--- src/rtl/bias_fetch_ctrl_pkg.sv ---
// Shared constants and FSM state type for the bias BRAM fetch path.
package bias_fetch_ctrl_pkg;

  localparam int unsigned BIAS_ADDR_W     = 7;
  localparam int unsigned BIAS_DATA_W     = 32;
  localparam int unsigned BIAS_CNT_W      = 8;
  localparam int unsigned BIAS_FIFO_DEPTH = 2;

  typedef enum logic [1:0] {
    ST_IDLE  = 2'd0,
    ST_FETCH = 2'd1,
    ST_DRAIN = 2'd2
  } fetch_state_e;

endpackage

--- src/rtl/bias_fetch_ctrl_if.sv ---
// Request, bias BRAM read port and bias stream of the fetch controller.
interface bias_fetch_ctrl_if
  import bias_fetch_ctrl_pkg::*;
#(
  parameter int unsigned ADDR_W = BIAS_ADDR_W,
  parameter int unsigned DATA_W = BIAS_DATA_W,
  parameter int unsigned CNT_W  = BIAS_CNT_W
) ();

  logic              start;
  logic [ADDR_W-1:0] base_addr;
  logic [CNT_W-1:0]  count;
  logic              busy;
  logic              done;
  logic              bias_bram_en;
  logic [ADDR_W-1:0] bias_bram_addr;
  logic [DATA_W-1:0] bias_bram_dout;
  logic              bias_bram_rd_vld;
  logic              bias_valid;
  logic [DATA_W-1:0] bias_data;
  logic              bias_last;
  logic              bias_ready;

  // Controller side
  modport master (
    input  start, base_addr, count, bias_bram_dout, bias_bram_rd_vld, bias_ready,
    output busy, done, bias_bram_en, bias_bram_addr, bias_valid, bias_data, bias_last
  );

  // Environment side (requester, BRAM wrapper, bias-add stage)
  modport slave (
    output start, base_addr, count, bias_bram_dout, bias_bram_rd_vld, bias_ready,
    input  busy, done, bias_bram_en, bias_bram_addr, bias_valid, bias_data, bias_last
  );

endinterface

--- src/rtl/bias_fetch_ctrl_fifo.sv ---
// Small synchronous FIFO with a combinational head output.
module bias_fifo #(
  parameter int unsigned DATA_W = 32,
  parameter int unsigned DEPTH  = 2,
  parameter int unsigned CNT_W  = $clog2(DEPTH + 1)
) (
  input  logic              clk,
  input  logic              rst,
  input  logic              i_push,
  input  logic [DATA_W-1:0] i_data,
  input  logic              i_pop,
  output logic              o_full,
  output logic              o_empty,
  output logic [CNT_W-1:0]  o_count,
  output logic [DATA_W-1:0] o_head
);

  localparam int unsigned PTR_W = (DEPTH > 1) ? $clog2(DEPTH) : 1;

  logic [DATA_W-1:0] r_mem [DEPTH];
  logic [PTR_W-1:0]  r_wr_ptr;
  logic [PTR_W-1:0]  r_rd_ptr;
  logic [CNT_W-1:0]  r_count;
  logic              w_do_push;
  logic              w_do_pop;

  function automatic logic [PTR_W-1:0] ptr_inc(input logic [PTR_W-1:0] p);
    return (p == PTR_W'(DEPTH - 1)) ? '0 : p + PTR_W'(1);
  endfunction

  assign o_full    = (r_count == CNT_W'(DEPTH));
  assign o_empty   = (r_count == '0);
  assign o_count   = r_count;
  assign o_head    = r_mem[r_rd_ptr];
  // A full FIFO still accepts a push when the head leaves in the same cycle.
  assign w_do_pop  = i_pop & ~o_empty;
  assign w_do_push = i_push & (~o_full | w_do_pop);

  // Storage, pointers and occupancy
  always_ff @(posedge clk or posedge rst) begin
    if (rst) begin
      r_mem    <= '{default: '0};
      r_wr_ptr <= '0;
      r_rd_ptr <= '0;
      r_count  <= '0;
    end else begin
      if (w_do_push) begin
        r_mem[r_wr_ptr] <= i_data;
        r_wr_ptr        <= ptr_inc(r_wr_ptr);
      end
      if (w_do_pop) begin
        r_rd_ptr <= ptr_inc(r_rd_ptr);
      end
      case ({w_do_push, w_do_pop})
        2'b10:   r_count <= r_count + CNT_W'(1);
        2'b01:   r_count <= r_count - CNT_W'(1);
        default: r_count <= r_count;
      endcase
    end
  end

endmodule

--- src/rtl/bias_fetch_ctrl.sv ---
// Walks a bias BRAM address range and streams the words out with a last marker.
module bias_fetch_ctrl
  import bias_fetch_ctrl_pkg::*;
#(
  parameter int unsigned ADDR_W     = BIAS_ADDR_W,
  parameter int unsigned DATA_W     = BIAS_DATA_W,
  parameter int unsigned CNT_W      = BIAS_CNT_W,
  parameter int unsigned FIFO_DEPTH = BIAS_FIFO_DEPTH
) (
  input logic               clk,
  input logic               rst,
  bias_fetch_ctrl_if.master bus
);

  localparam int unsigned OCC_W = $clog2(FIFO_DEPTH + 1);

  fetch_state_e      r_state, w_state_nxt;
  logic [ADDR_W-1:0] r_addr, w_addr_nxt;
  logic [CNT_W-1:0]  r_count, w_count_nxt;
  logic [CNT_W-1:0]  r_issued, w_issued_nxt;
  logic [CNT_W-1:0]  r_popped, w_popped_nxt;
  logic              r_busy, w_busy_nxt;
  logic              r_done, w_done_nxt;
  logic              r_inflight;
  logic              w_en;
  logic              w_push;
  logic              w_pop;
  logic              w_full;
  logic              w_empty;
  logic [OCC_W-1:0]  w_occ;
  logic [DATA_W-1:0] w_head;
  logic [OCC_W:0]    w_need;
  logic [OCC_W:0]    w_room;
  logic              w_credit;
  logic              w_issue_ok;
  logic              w_is_last;

  bias_fifo #(
    .DATA_W (DATA_W),
    .DEPTH  (FIFO_DEPTH),
    .CNT_W  (OCC_W)
  ) u_fifo (
    .clk     (clk),
    .rst     (rst),
    .i_push  (w_push),
    .i_data  (bus.bias_bram_dout),
    .i_pop   (w_pop),
    .o_full  (w_full),
    .o_empty (w_empty),
    .o_count (w_occ),
    .o_head  (w_head)
  );

  // Stale read-valids while idle are dropped.
  assign w_push     = bus.bias_bram_rd_vld & (r_state != ST_IDLE);
  assign w_pop      = ~w_empty & bus.bias_ready;
  assign w_is_last  = (r_popped == r_count - CNT_W'(1));
  // A read issued now lands next cycle; it needs a slot even if nothing pops then.
  assign w_need     = (OCC_W+1)'(w_occ) + (OCC_W+1)'(r_inflight);
  assign w_room     = (OCC_W+1)'(FIFO_DEPTH) + (OCC_W+1)'(w_pop);
  assign w_credit   = (w_need < w_room);
  assign w_issue_ok = (r_issued < r_count) & w_credit;

  // The read enable is decided in its own cycle so the credit check can use this
  // cycle's pop; that is what lets two FIFO entries sustain one word per cycle.
  assign bus.bias_bram_en   = w_en;
  assign bus.bias_bram_addr = r_addr;
  assign bus.busy           = r_busy;
  assign bus.done           = r_done;
  assign bus.bias_valid     = ~w_empty;
  assign bus.bias_data      = w_head;
  assign bus.bias_last      = ~w_empty & w_is_last;

  // State and counter registers
  always_ff @(posedge clk or posedge rst) begin
    if (rst) begin
      r_state    <= ST_IDLE;
      r_addr     <= '0;
      r_count    <= '0;
      r_issued   <= '0;
      r_popped   <= '0;
      r_busy     <= 1'b0;
      r_done     <= 1'b0;
      r_inflight <= 1'b0;
    end else begin
      r_state    <= w_state_nxt;
      r_addr     <= w_addr_nxt;
      r_count    <= w_count_nxt;
      r_issued   <= w_issued_nxt;
      r_popped   <= w_popped_nxt;
      r_busy     <= w_busy_nxt;
      r_done     <= w_done_nxt;
      r_inflight <= w_en;
    end
  end

  // Next-state, read issue and completion
  always_comb begin
    w_state_nxt  = r_state;
    w_addr_nxt   = r_addr;
    w_count_nxt  = r_count;
    w_issued_nxt = r_issued;
    w_popped_nxt = r_popped;
    w_busy_nxt   = r_busy;
    w_done_nxt   = 1'b0;
    w_en         = 1'b0;

    case (r_state)
      ST_IDLE: begin
        if (bus.start) begin
          if (bus.count != '0) begin
            w_state_nxt  = ST_FETCH;
            w_addr_nxt   = bus.base_addr;
            w_count_nxt  = bus.count;
            w_issued_nxt = '0;
            w_popped_nxt = '0;
            w_busy_nxt   = 1'b1;
          end else begin
            w_done_nxt = 1'b1;
          end
        end
      end
      ST_FETCH: begin
        if (w_issue_ok) begin
          w_en         = 1'b1;
          w_addr_nxt   = r_addr + ADDR_W'(1);
          w_issued_nxt = r_issued + CNT_W'(1);
        end
        if (r_issued == r_count) begin
          w_state_nxt = ST_DRAIN;
        end
      end
      ST_DRAIN: begin
        w_state_nxt = ST_DRAIN;
      end
      default: begin
        w_state_nxt = ST_IDLE;
      end
    endcase

    if ((r_state != ST_IDLE) && w_pop) begin
      w_popped_nxt = r_popped + CNT_W'(1);
      if (w_is_last) begin
        w_state_nxt = ST_IDLE;
        w_busy_nxt  = 1'b0;
        w_done_nxt  = 1'b1;
      end
    end
  end

  // Credit logic must never let a capture land in a full FIFO.
  always @(posedge clk) begin
    if (!rst) begin
      assert (!(w_push && w_full && !w_pop)) else $error("bias_fifo overflow");
    end
  end

endmodule

--- src/flat_wrapper.sv ---
// flat-port wrapper written by rule: the top's interface ports become plain ports
module bias_fetch_ctrl_flat import bias_fetch_ctrl_pkg::*;
#(
  parameter int unsigned ADDR_W     = BIAS_ADDR_W,
  parameter int unsigned DATA_W     = BIAS_DATA_W,
  parameter int unsigned CNT_W      = BIAS_CNT_W,
  parameter int unsigned FIFO_DEPTH = BIAS_FIFO_DEPTH
)
  (clk, rst, bus_start, bus_base_addr, bus_count, bus_bias_bram_dout, bus_bias_bram_rd_vld, bus_bias_ready, bus_busy, bus_done, bus_bias_bram_en, bus_bias_bram_addr, bus_bias_valid, bus_bias_data, bus_bias_last);
  bias_fetch_ctrl_if #(.ADDR_W(ADDR_W), .DATA_W(DATA_W), .CNT_W(CNT_W)) bus_i ();
  input logic clk;
  input logic rst;
  input wire logic [$bits(bus_i.start)-1:0] bus_start;
  input wire logic [$bits(bus_i.base_addr)-1:0] bus_base_addr;
  input wire logic [$bits(bus_i.count)-1:0] bus_count;
  input wire logic [$bits(bus_i.bias_bram_dout)-1:0] bus_bias_bram_dout;
  input wire logic [$bits(bus_i.bias_bram_rd_vld)-1:0] bus_bias_bram_rd_vld;
  input wire logic [$bits(bus_i.bias_ready)-1:0] bus_bias_ready;
  output wire logic [$bits(bus_i.busy)-1:0] bus_busy;
  output wire logic [$bits(bus_i.done)-1:0] bus_done;
  output wire logic [$bits(bus_i.bias_bram_en)-1:0] bus_bias_bram_en;
  output wire logic [$bits(bus_i.bias_bram_addr)-1:0] bus_bias_bram_addr;
  output wire logic [$bits(bus_i.bias_valid)-1:0] bus_bias_valid;
  output wire logic [$bits(bus_i.bias_data)-1:0] bus_bias_data;
  output wire logic [$bits(bus_i.bias_last)-1:0] bus_bias_last;
  assign bus_i.start = bus_start;
  assign bus_i.base_addr = bus_base_addr;
  assign bus_i.count = bus_count;
  assign bus_i.bias_bram_dout = bus_bias_bram_dout;
  assign bus_i.bias_bram_rd_vld = bus_bias_bram_rd_vld;
  assign bus_i.bias_ready = bus_bias_ready;
  assign bus_busy = bus_i.busy;
  assign bus_done = bus_i.done;
  assign bus_bias_bram_en = bus_i.bias_bram_en;
  assign bus_bias_bram_addr = bus_i.bias_bram_addr;
  assign bus_bias_valid = bus_i.bias_valid;
  assign bus_bias_data = bus_i.bias_data;
  assign bus_bias_last = bus_i.bias_last;
  bias_fetch_ctrl #(.ADDR_W(ADDR_W), .DATA_W(DATA_W), .CNT_W(CNT_W), .FIFO_DEPTH(FIFO_DEPTH)) u_core (.clk(clk), .rst(rst), .bus(bus_i));
endmodule
--- config.mk ---
export PLATFORM = sky130hd
export DESIGN_NAME = bias_fetch_ctrl_flat
export DESIGN_NICKNAME = d
export VERILOG_FILES = /design/src/rtl/bias_fetch_ctrl_pkg.sv /design/src/rtl/bias_fetch_ctrl_if.sv /design/src/rtl/bias_fetch_ctrl_fifo.sv /design/src/rtl/bias_fetch_ctrl.sv /design/src/flat_wrapper.sv
export SDC_FILE = /design/constraint.sdc
export NUM_CORES = 1
export LEC_CHECK = 0
export CORE_ASPECT_RATIO = 1.2
export CORE_MARGIN = 10
export CORE_UTILIZATION = 37
export CTS_CLUSTER_SIZE = 10
export DETAILED_ROUTE_END_ITERATION = 6
export SYNTH_ARGS = -nofsm -noshare
export SYNTH_HDL_FRONTEND = slang
export SYNTH_HIERARCHICAL = 1
export SYNTH_SLANG_ARGS = --single-unit
export TNS_END_PERCENT = 100
--- constraint.sdc ---
create_clock -name clk -period 2.3 [get_ports clk]
set_clock_uncertainty 0.05 [all_clocks]
set_input_delay 0.46 -clock clk [delete_from_list [all_inputs] [get_ports clk]]
set_output_delay 0.46 -clock clk [all_outputs]
set_load 0.02 [all_outputs]
==> results.txt, run 1 <==
----------------------------------------------------
[Run status]
  Result of the run ... finished, violations left
  Violated checks ... setup timing

[GRT]
  Global-route usage over all layers ... 14.3%
  Number of antenna violations at the first check in global routing ... 0
  Maximum number of pins on one net before global-route repair ... a little under 70
  Grt total ovfl ... 0
  Wire length of the first global-routing pass ... 22300 um
  Vias in the first global route ... between 4000 and 5000

[Timing]
  Endpoints failing setup ... 5
  Worst Slack Setup Final ... -386 ps
  Max Fclk ... 372 MHz
  Period Utilization, post-route ... 117%
  Total Neg Setup Slack ... -411 ps
  Time the worst path needs with I/O delays and setup ... roughly 2700 ps
  Slew at the pin closest to its max-slew limit ... between 600 and 700 ps
  Final hold violation count ... 0
  Relative max-transition margin ... 54.0%
  Unrepaired setup endpoints after global routing ... true
  Final number of max-transition violations ... 0

[Power and ir drop]
  Pleak ... approximately 3.4 nW
  Total Power Consumption ... between 0.01 and 0.015 W
  Peak supply drop ... around 0.86 mV
  Power per cell area ... 1520 nW/um^2

[Clock tree]
  # clock sinks ... 104
  Clock-pin slew reported for the worst setup and hold paths after clock tree synthesis ... around 70 ps
  Number of CTS-inserted buffers ... 9
  CTS tree ... yes
  H-tree lvl count ... 3
  Clock root buffer master ... sky130_fd_sc_hd__clkbuf_16
  Clock network latency to the later pin of the worst-skew pair ... 360 ps
  Clock Tree Buf Depth ... 2

[Die]
  Number of top-level pins ... 96
  Initial core utilization ... 37.4%
  Placement row count ... 48
  Floorplan die area ... ~20000 sq um
  Width of the die ... roughly 130 um
  Chip height ... ~150 um
  Core Box Area ... 14300 sq um

[Logic synthesis]
  Average size of a mapped cell ... ~12 sq um
  Post-Syn Area ... 5340 sq um
  Yosys warning count ... 6
  Mapped Cells ... approximately 450
  Post-synthesis net count ... a little over 500

[Hold path]
  Source of the worst hold timing path ... u_core/u_fifo/r_mem[57]
  Hold Path Depth ... 1
  Class of the tightest hold or removal check ... reg2reg
  Hold endpoint ... u_core/u_fifo/r_mem[57]

[Route]
  Drt first-iter violations ... slightly above 200
  Total iterations of the first detailed-routing run ... 4
  DRT Wirelength ... 13800 um
  Via-per-instance ratio ... 5.02
  Total vias in the final route ... between 3000 and 4000
  Average routed wire per standard cell ... between 15 and 20 um
  Count of nets left with antenna violations after detail routing ... 0
  Total DRC errors in the routed layout ... 0

[Layout]
  Layout overhead on the synthesized area ... 42.1%
  Final net count ... a little under 700
  Final instance area ... roughly 7600 sq um
  Ant. Diodes ... 0
  Fraction of final layout cells with drive strength greater than 1 ... around 37%

[Critical path]
  Startpoint of the worst-slack reg-to-reg timing path ... u_core/r_count[1]
  R2r worst-path depth ... 10
  Worst-path maximum fanout ... 2
  Type of origin of the critical path ... flop
  Setup slack, reg-to-reg ... -20 ps
  Data required time of the critical path ... ~1800 ps
  Worst R2R End ... u_core/bus.done
  Kind of critical path ... reg2out
  Worst Path Arrival ... ~2200 ps
  Endpoint class of the critical path ... output pin

[Job]
  Total of max-cap violations ... 0

[Placement]
  Post-place setup slack ... -539 ps
  RD Place Congestion ... approximately 0.86
  Total cell area at the placement stage ... 6960 sq um
  Half-perimeter wire length after detailed placement ... around 10000 um
  I/O Buffers ... 95

----------------------------------------------------
where the power goes:
group	internal [W]	switching (W)	total [W]
Clock	0.000858	0.000697	0.00156
Sequential	0.00269	0.000526	0.00321
Combinational	0.00364	0.00315	0.00680
Total	0.00719	0.00438	0.0116
how the worst max path moves through the flow:
stage                    endpoint         startpoint  cells past startpoint
finish              bus_bias_last  u_core/r_count[1]                      8
detailed placement  bus_bias_last  u_core/r_count[0]                      8
CTS                 bus_bias_last  u_core/r_count[1]                      9
global placement    bus_bias_last  u_core/r_count[0]                      9
global route        bus_bias_last  u_core/r_count[0]                      8
floorplan           bus_bias_last  u_core/r_count[0]                      7
critical path: stages (launching register included):
cell	delay, ps
sky130_fd_sc_hd__dfrtp_1	390
sky130_fd_sc_hd__inv_2	90
sky130_fd_sc_hd__ha_4	130
sky130_fd_sc_hd__or4b_4	490
sky130_fd_sc_hd__nor2_4	120
sky130_fd_sc_hd__xnor2_2	130
sky130_fd_sc_hd__a32oi_2	100
sky130_fd_sc_hd__nor4_4	210
sky130_fd_sc_hd__buf_4	180
stage by stage:
| step | utilization (%) | instances | hold slack [ps] |
|---|---|---|---|
| after global placement | 48.7 | 759 | 423 |
| final | 53.1 | 790 | 449 |
| after detailed placement | 48.7 | 759 | 434 |
| after CTS | 52.2 | 786 | 446 |
| after global routing | 53.1 | 790 | 469 |
| after floorplan | - | 445 | 409 |
layout make-up:
| cell class | count | area, sq um |
|---|---|---|
| clock buffers | 13 | 280 |
| clock inverters | 3 | 22.5 |
| fillers | 1265 | 6700 |
| inverters | 16 | 60.1 |
| multi-input cells | 305 | 2740 |
| flip-flops and latches | 104 | 2600 |
| well taps | 175 | 219 |
| repair buffers | 174 | 1660 |
registers in the layout (all words and copies together) (netlist names):
signal and cells:
u_core/r_popped 8, u_core/u_fifo/r_rd_ptr 1, u_core/r_inflight 1, u_core/bus.busy 1, u_core/r_state 2, u_core/u_fifo/r_mem 64
u_core/r_count 8, u_core/u_fifo/o_count 2, u_core/bus.done 1, u_core/bus.bias_bram_addr 7, u_core/u_fifo/r_wr_ptr 1, u_core/r_issued 8
timing repair:
item | CTS | global route
hold endpoints to repair | 0 | 0
resized for setup | 70 | 18
pin swaps | 8 | 7
gates cloned | 2 | 1
buffers inserted | 10 | 3
hold buffers | 0 | 0
endpoints found under the setup margin | 88 | 41
routing by layer:
layer	share of wire, %	global-route usage, %
met3	4.5	2.99
met5	0	0
met4	1.9	5.63
met2	50	24.9
met1	43	16.8
layout by cell type, fill, tap and decap left out, drive strengths merged, types with 2 or more instances in the layout:
master	instances
dfrtp	104
mux2	96
buf	80
clkdlybuf4s50	61
nand2	35
dlygate4sd2	32
o21ai	26
nor2	21
a21oi	17
inv	17
clkbuf	14
ha	14
nand3	12
xnor2	10
xor2	9
nand4	7
nor4	7
nor3	5
nand2b	5
a31oi	4
nor2b	4
and2	3
mux2i	3
and3	3
o211ai	3
o2bb2ai	2
or2	2
o22ai	2
and4	2
nand3b	2
clkinv	2
Note: power is estimated with default switching activity, not from simulation.
==> run 2: changes to the inputs <==
--- a/config.mk
+++ b/config.mk
@@ -10,6 +10,7 @@
 export CORE_UTILIZATION = 37
 export CTS_CLUSTER_SIZE = 10
 export DETAILED_ROUTE_END_ITERATION = 6
+export MAX_ROUTING_LAYER = met4
 export SYNTH_ARGS = -nofsm -noshare
 export SYNTH_HDL_FRONTEND = slang
 export SYNTH_HIERARCHICAL = 1
==> run 2 against run 1 <==
Net effect: the run still ends with setup timing left; core utilization did not move; non-clock buffer count did not move; clock power barely moved; maximum frequency barely moved; routed wire length fell by 0.15%; cell area did not move.
==> results.txt, run 2 (synthesis gave the netlist of run 1 again) <==
----------------------------------------------------
[Run status]
  Result of the run ... finished, violations left
  Violated checks ... setup timing

[Layout]
  Layout overhead on the synthesized area ... 42.1%
  Fill cell count ... 1265
  Reg with most FFs ... u_core/u_fifo/r_mem
  Area taken by flip-flops and latches ... roughly 2600 sq um
  Most frequent cells in the layout ... 104 x sky130_fd_sc_hd__dfrtp_1, 64 x sky130_fd_sc_hd__buf_4, 61 x sky130_fd_sc_hd__clkdlybuf4s50_1, 54 x sky130_fd_sc_hd__mux2_2, 42 x sky130_fd_sc_hd__mux2_4
  Area used by multi-input combinational logic ... 2740 sq um
  Fraction of final layout cells with drive strength greater than 1 ... 37.1%
  Most frequent standard cell in the layout excluding fill and tap cells ... sky130_fd_sc_hd__dfrtp_1
  Ant. Diodes ... 0
  Number of flip-flops in the largest register ... 64
  Final net count ... a little under 700

[Critical path]
  End of the critical path ... bus_bias_last
  Kind of critical path ... reg2out
  First element of the critical path ... u_core/r_count[1]
  R2r worst-path depth ... 10
  Type of origin of the critical path ... flop
  Data required time of the critical path ... between 1500 and 2000 ps
  Worst-path maximum fanout ... 2
  Startpoint of the worst-slack reg-to-reg timing path ... u_core/r_count[1]
  Endpoint class of the critical path ... output pin
  Worst R2R End ... u_core/bus.done
  Worst Path Arrival ... between 2000 and 2500 ps
  Setup slack, reg-to-reg ... -20 ps

[Die]
  Number of top-level pins ... 96
  Chip height ... 152 um
  Floorplan die area ... slightly below 20000 sq um
  Width of the die ... approximately 130 um
  Core Box Area ... 14300 sq um
  Placement row count ... 48
  Initial core utilization ... between 30% and 40%

[Power and ir drop]
  Peak supply drop ... 0.862 mV
  Pleak ... ~3.4 nW
  Total Power Consumption ... 0.0116 W
  Power per cell area ... roughly 1500 nW/um^2

[Placement]
  I/O Buffers ... 95
  RD Place Congestion ... a little under 0.9
  Post-place setup slack ... -539 ps
  Half-perimeter wire length after detailed placement ... a little under 10000 um

[Clock tree]
  Clock root buffer master ... sky130_fd_sc_hd__clkbuf_16
  Clock Tree Buf Depth ... 2
  Clock network latency to the later pin of the worst-skew pair ... around 360 ps
  Number of CTS-inserted buffers ... 9
  Total of hold buffers inserted after clock tree synthesis ... 0
  # clock sinks ... 104
  H-tree lvl count ... 3
  Clock-pin slew reported for the worst setup and hold paths after clock tree synthesis ... about 70 ps
  CTS tree ... yes

[Timing]
  Time the worst path needs with I/O delays and setup ... roughly 2700 ps
  Endpoints failing setup ... 6
  Period Utilization, post-route ... 117%
  Hold Slack ... 449 ps
  Worst Slack Setup Final ... -387 ps
  Final number of max-transition violations ... 0
  Max Fclk ... 372 MHz
  Unrepaired setup endpoints after global routing ... true
  Final hold violation count ... 0
  Slew at the pin closest to its max-slew limit ... ~690 ps
  Relative max-transition margin ... a little over half

[Route]
  Count of nets left with antenna violations after detail routing ... 0
  Drt first-iter violations ... between 150 and 200
  Via-per-instance ratio ... roughly 5.0
  Average routed wire per standard cell ... about 17 um
  Total vias in the final route ... 3967
  Total DRC errors in the routed layout ... 0
  Total iterations of the first detailed-routing run ... 4
  DRT Wirelength ... 13800 um

[Hold path]
  Source of the worst hold timing path ... u_core/u_fifo/r_mem[57]
  Class of the tightest hold or removal check ... reg2reg

[GRT]
  Vias in the first global route ... about 4300
  Maximum number of pins on one net before global-route repair ... 69
  Wire length of the first global-routing pass ... approximately 22000 um
  Global-route usage over all layers ... 14.7%
  Grt total ovfl ... 0
  Number of antenna violations at the first check in global routing ... 0

[Job]
  Total of max-cap violations ... 0

----------------------------------------------------
-- run 2: cell counts in the layout (fill, tap and decap cells not counted) --
Identical to the previous run, type by type.
-- run 2: per-layer routing --
layer	GRT usage (%)	share of wire, %	vias up
met5	-	0	-
met4	5.63	1.8	0
met3	2.78	4.1	22
met2	24.9	50	74
met1	17.0	44	1963
li1	-	-	1908
-- run 2: per-stage QoR --
stage	cells	utilization, %	setup TNS (ps)	cell area, sq um
floorplan	445	-	-38.5	5360
global placement	759	48.7	-9810	6960
detailed placement	759	48.7	-12620	6960
CTS	786	52.2	-472	7460
global route	790	53.1	-2430	7590
finish	790	53.1	-416	7590
-- run 2: layout make-up --
type	count	share of cell area, %
multi-input combinational	305	36.2
sequential	104	34.3
timing repair buffer	174	21.9
clock buffer	13	3.69
tap	175	2.88
inverter	16	0.791
clock inverter	3	0.297
-- run 2: critical path, cell delays in order (launching register included) --
cell                      delay (ps)
sky130_fd_sc_hd__dfrtp_1         390
sky130_fd_sc_hd__inv_2            90
sky130_fd_sc_hd__ha_4            130
sky130_fd_sc_hd__or4b_4          490
sky130_fd_sc_hd__nor2_4          120
sky130_fd_sc_hd__xnor2_2         130
sky130_fd_sc_hd__a32oi_2         100
sky130_fd_sc_hd__nor4_4          210
sky130_fd_sc_hd__buf_4           180
-- run 2: worst min-delay path by stage --
| stage | endpoint | slack (ps) | cells after the start |
|---|---|---|---|
| final | u_core/u_fifo/r_mem[57] | 450 | 1 |
| after global placement | u_core/u_fifo/r_wr_ptr | 420 | 1 |
| after detailed placement | u_core/u_fifo/r_wr_ptr | 430 | 1 |
| after global routing | u_core/u_fifo/r_mem[57] | 470 | 1 |
| after floorplan | u_core/u_fifo/r_wr_ptr | 410 | 1 |
| after CTS | u_core/u_fifo/r_wr_ptr | 450 | 1 |
-- run 2: report_power, final --
group          switching (W)  internal [W]  total (W)
Clock               0.000697      0.000858    0.00155
Sequential          0.000526       0.00269    0.00321
Combinational        0.00315       0.00364    0.00680
-- run 2: what timing repair did --
action / 4_1_cts / 5_1_grt
gates cloned: 2 / 1
gates resized for setup: 70 / 18
buffers inserted: 10 / 3
setup endpoints to repair: 88 / 41
pin swaps: 8 / 7
==> run 3: changes to the inputs <==
--- a/config.mk
+++ b/config.mk
@@ -5,7 +5,7 @@
 export SDC_FILE = /design/constraint.sdc
 export NUM_CORES = 1
 export LEC_CHECK = 0
-export CORE_ASPECT_RATIO = 1.2
+export CORE_ASPECT_RATIO = 2
 export CORE_MARGIN = 10
 export CORE_UTILIZATION = 37
 export CTS_CLUSTER_SIZE = 10
==> run 3 against run 2 <==
Net effect: the flow still finishes with violations (setup timing); global-route usage up 0.072 points; total power down 2.4%; cell count up 1.0%; critical endpoint unchanged; largest cell class unchanged.
==> results.txt, run 3 (synthesis gave the netlist of run 1 again) <==
----------------------------------------------------
[Layout]
  Reg with most FFs ... u_core/u_fifo/r_mem
  Final core utilization ... between 50 and 60%
  Fraction of final layout cells with drive strength greater than 1 ... approximately 36%
  Final net count ... around 670
  Ant. Diodes ... 0
  Layout overhead on the synthesized area ... 39.9%
  Most frequent standard cell in the layout excluding fill and tap cells ... sky130_fd_sc_hd__dfrtp_1
  Most frequent cells in the layout ... 103 x sky130_fd_sc_hd__dfrtp_1, 66 x sky130_fd_sc_hd__mux2_2, 61 x sky130_fd_sc_hd__clkdlybuf4s50_1, 54 x sky130_fd_sc_hd__buf_4, 35 x sky130_fd_sc_hd__nand2_1
  Final instance area ... 7470 sq um
  Number of flip-flops in the largest register ... 64

[Die]
  Width of the die ... 105 um
  Placement row count ... 62
  Initial core utilization ... 37.4%
  Core Box Area ... 14300 sq um
  Floorplan die area ... around 20000 sq um
  Number of top-level pins ... between 90 and 100
  Chip height ... approximately 190 um

[Clock tree]
  CTS tree ... yes
  Clock-pin slew reported for the worst setup and hold paths after clock tree synthesis ... approximately 80 ps
  # clock sinks ... around 100
  Total of hold buffers inserted after clock tree synthesis ... 0
  Clock root buffer master ... sky130_fd_sc_hd__clkbuf_16
  H-tree lvl count ... 3
  Clock Tree Buf Depth ... 2
  Clock network latency to the later pin of the worst-skew pair ... 340 ps
  Number of CTS-inserted buffers ... 9

[Critical path]
  Endpoint class of the critical path ... output pin
  Setup slack, reg-to-reg ... ~40 ps
  Cell with the largest stage delay on the worst path ... sky130_fd_sc_hd__or4b_4
  Worst-path maximum fanout ... 3
  Startpoint of the worst-slack reg-to-reg timing path ... u_core/r_count[0]
  First element of the critical path ... u_core/r_count[0]
  Worst path bufs/invs ... 2
  Kind of critical path ... reg2out
  Type of origin of the critical path ... flop
  Worst Path Arrival ... 2260 ps
  Cell-by-cell trace of the critical path ... inv_2 -> ha_4 -> or4b_4 -> nor2_2 -> xnor2_1 -> a32oi_2 -> nor4_4 -> buf_4
  Maximum cell stage delay along the critical path ... ~470 ps
  Critical path's top delay family ... simple AND/OR/NAND/NOR gates
  Data required time of the critical path ... ~1800 ps

[Timing]
  Final number of max-transition violations ... 0
  Max Fclk ... about 360 MHz
  Slew at the pin closest to its max-slew limit ... about 680 ps
  Final hold violation count ... 0
  Relative max-transition margin ... 54.6%
  Period Utilization, post-route ... 121%
  Worst Slack Setup Final ... -473 ps
  Unrepaired setup endpoints after global routing ... true
  Time the worst path needs with I/O delays and setup ... 2770 ps
  Endpoints failing setup ... 2

[Route]
  Count of nets left with antenna violations after detail routing ... 0
  Drt first-iter violations ... 133
  Via-per-instance ratio ... 5.06
  Total iterations of the first detailed-routing run ... 5
  Average routed wire per standard cell ... between 15 and 20 um
  Total vias in the final route ... ~4000
  Total DRC errors in the routed layout ... 0
  DRT Wirelength ... ~14000 um

[GRT]
  Maximum number of pins on one net before global-route repair ... 69
  Vias in the first global route ... 4439
  Global-route usage over all layers ... 14.8%
  Grt total ovfl ... 0
  Number of antenna violations at the first check in global routing ... 0
  Wire length of the first global-routing pass ... roughly 23000 um

[Placement]
  I/O Buffers ... 95
  RD Place Congestion ... slightly below 0.9
  Half-perimeter wire length after detailed placement ... about 10000 um
  Total cell area at the placement stage ... just under 7000 sq um
  Post-place setup slack ... -609 ps

[Power and ir drop]
  Power per cell area ... between 1500 and 2000 nW/um^2
  Peak supply drop ... ~1.3 mV
  Pleak ... between 3 and 4 nW
  Total Power Consumption ... around 0.011 W

[Hold path]
  Class of the tightest hold or removal check ... in2async

[Run status]
  Result of the run ... finished, violations left
  Violated checks ... setup timing

[Job]
  Total of max-cap violations ... 0

----------------------------------------------------
run 3: cell count changes in the layout (fill, tap and decap cells not counted), sizes merged:
| cell | delta |
|---|---|
| clkbuf | -2 |
| inv | +4 |
| clkinv | -1 |
| buf | -10 |
run 3: repair_timing:
| item | 4_1_cts | 5_1_grt |
|---|---|---|
| pin swaps | 9 | 7 |
| setup buffers | 4 | 4 |
| endpoints found under the setup margin | 38 | 71 |
| resized for setup | 54 | 16 |
| gates cloned | 1 | 3 |
run 3: worst register-to-register path, stage by stage, from the launching register on:
cell and delay [ps]:
sky130_fd_sc_hd__dfrtp_1 390, sky130_fd_sc_hd__inv_2 90, sky130_fd_sc_hd__ha_4 140, sky130_fd_sc_hd__buf_4 110
sky130_fd_sc_hd__nor2b_1 50, sky130_fd_sc_hd__or3_1 310, sky130_fd_sc_hd__a31oi_1 160, sky130_fd_sc_hd__o211ai_1 190
sky130_fd_sc_hd__buf_4 180, sky130_fd_sc_hd__buf_4 120, sky130_fd_sc_hd__nor4_2 130, sky130_fd_sc_hd__buf_4 180
sky130_fd_sc_hd__a21oi_1 50
run 3: final cells by class:
cell class,count,area (sq um)
Clock buffer,10,229
Sequential cell,104,2600
Multi-Input combinational cell,305,2670
Timing Repair Buffer,165,1610
Clock inverter,6,57.6
Tap cell,192,240
Fill cell,1310,6800
Inverter,16,62.6
run 3: path summary, 6_finish.rpt:
check,to,cells past startpoint
setup / recovery,bus_bias_last,8
hold / removal,u_core/u_fifo/r_mem[13],3
setup reg to reg,u_core/r_state[0],12
hold reg to reg,u_core/u_fifo/r_wr_ptr,1
max in group asynchronous,u_core/r_popped[0],3
min in group clk,u_core/u_fifo/r_wr_ptr,1
run 3: through the flow:
step	TNS [ps]	hold WS, ps	cells
2_1_floorplan	-38.5	409	445
3_3_place_gp	-7060	424	771
3_5_place_dp	-7480	436	771
4_1_cts	-580	451	792
5_1_grt	-1200	466	798
6_report	-599	445	798
run 3: report_power, final:
part | internal, W | total, W | switching [W]
logic | 0.00343 | 0.00656 | 0.00313
clock network | 0.000765 | 0.00150 | 0.000739
registers | 0.00269 | 0.00323 | 0.000542
run 3: metal layers:
metal,up-vias,track usage (%),wire (um)
met5,-,-,0
met4,0,5.68,311
met3,22,2.54,461
met2,107,27.3,8130
met1,2014,15.2,5600
li1,1898,-,-
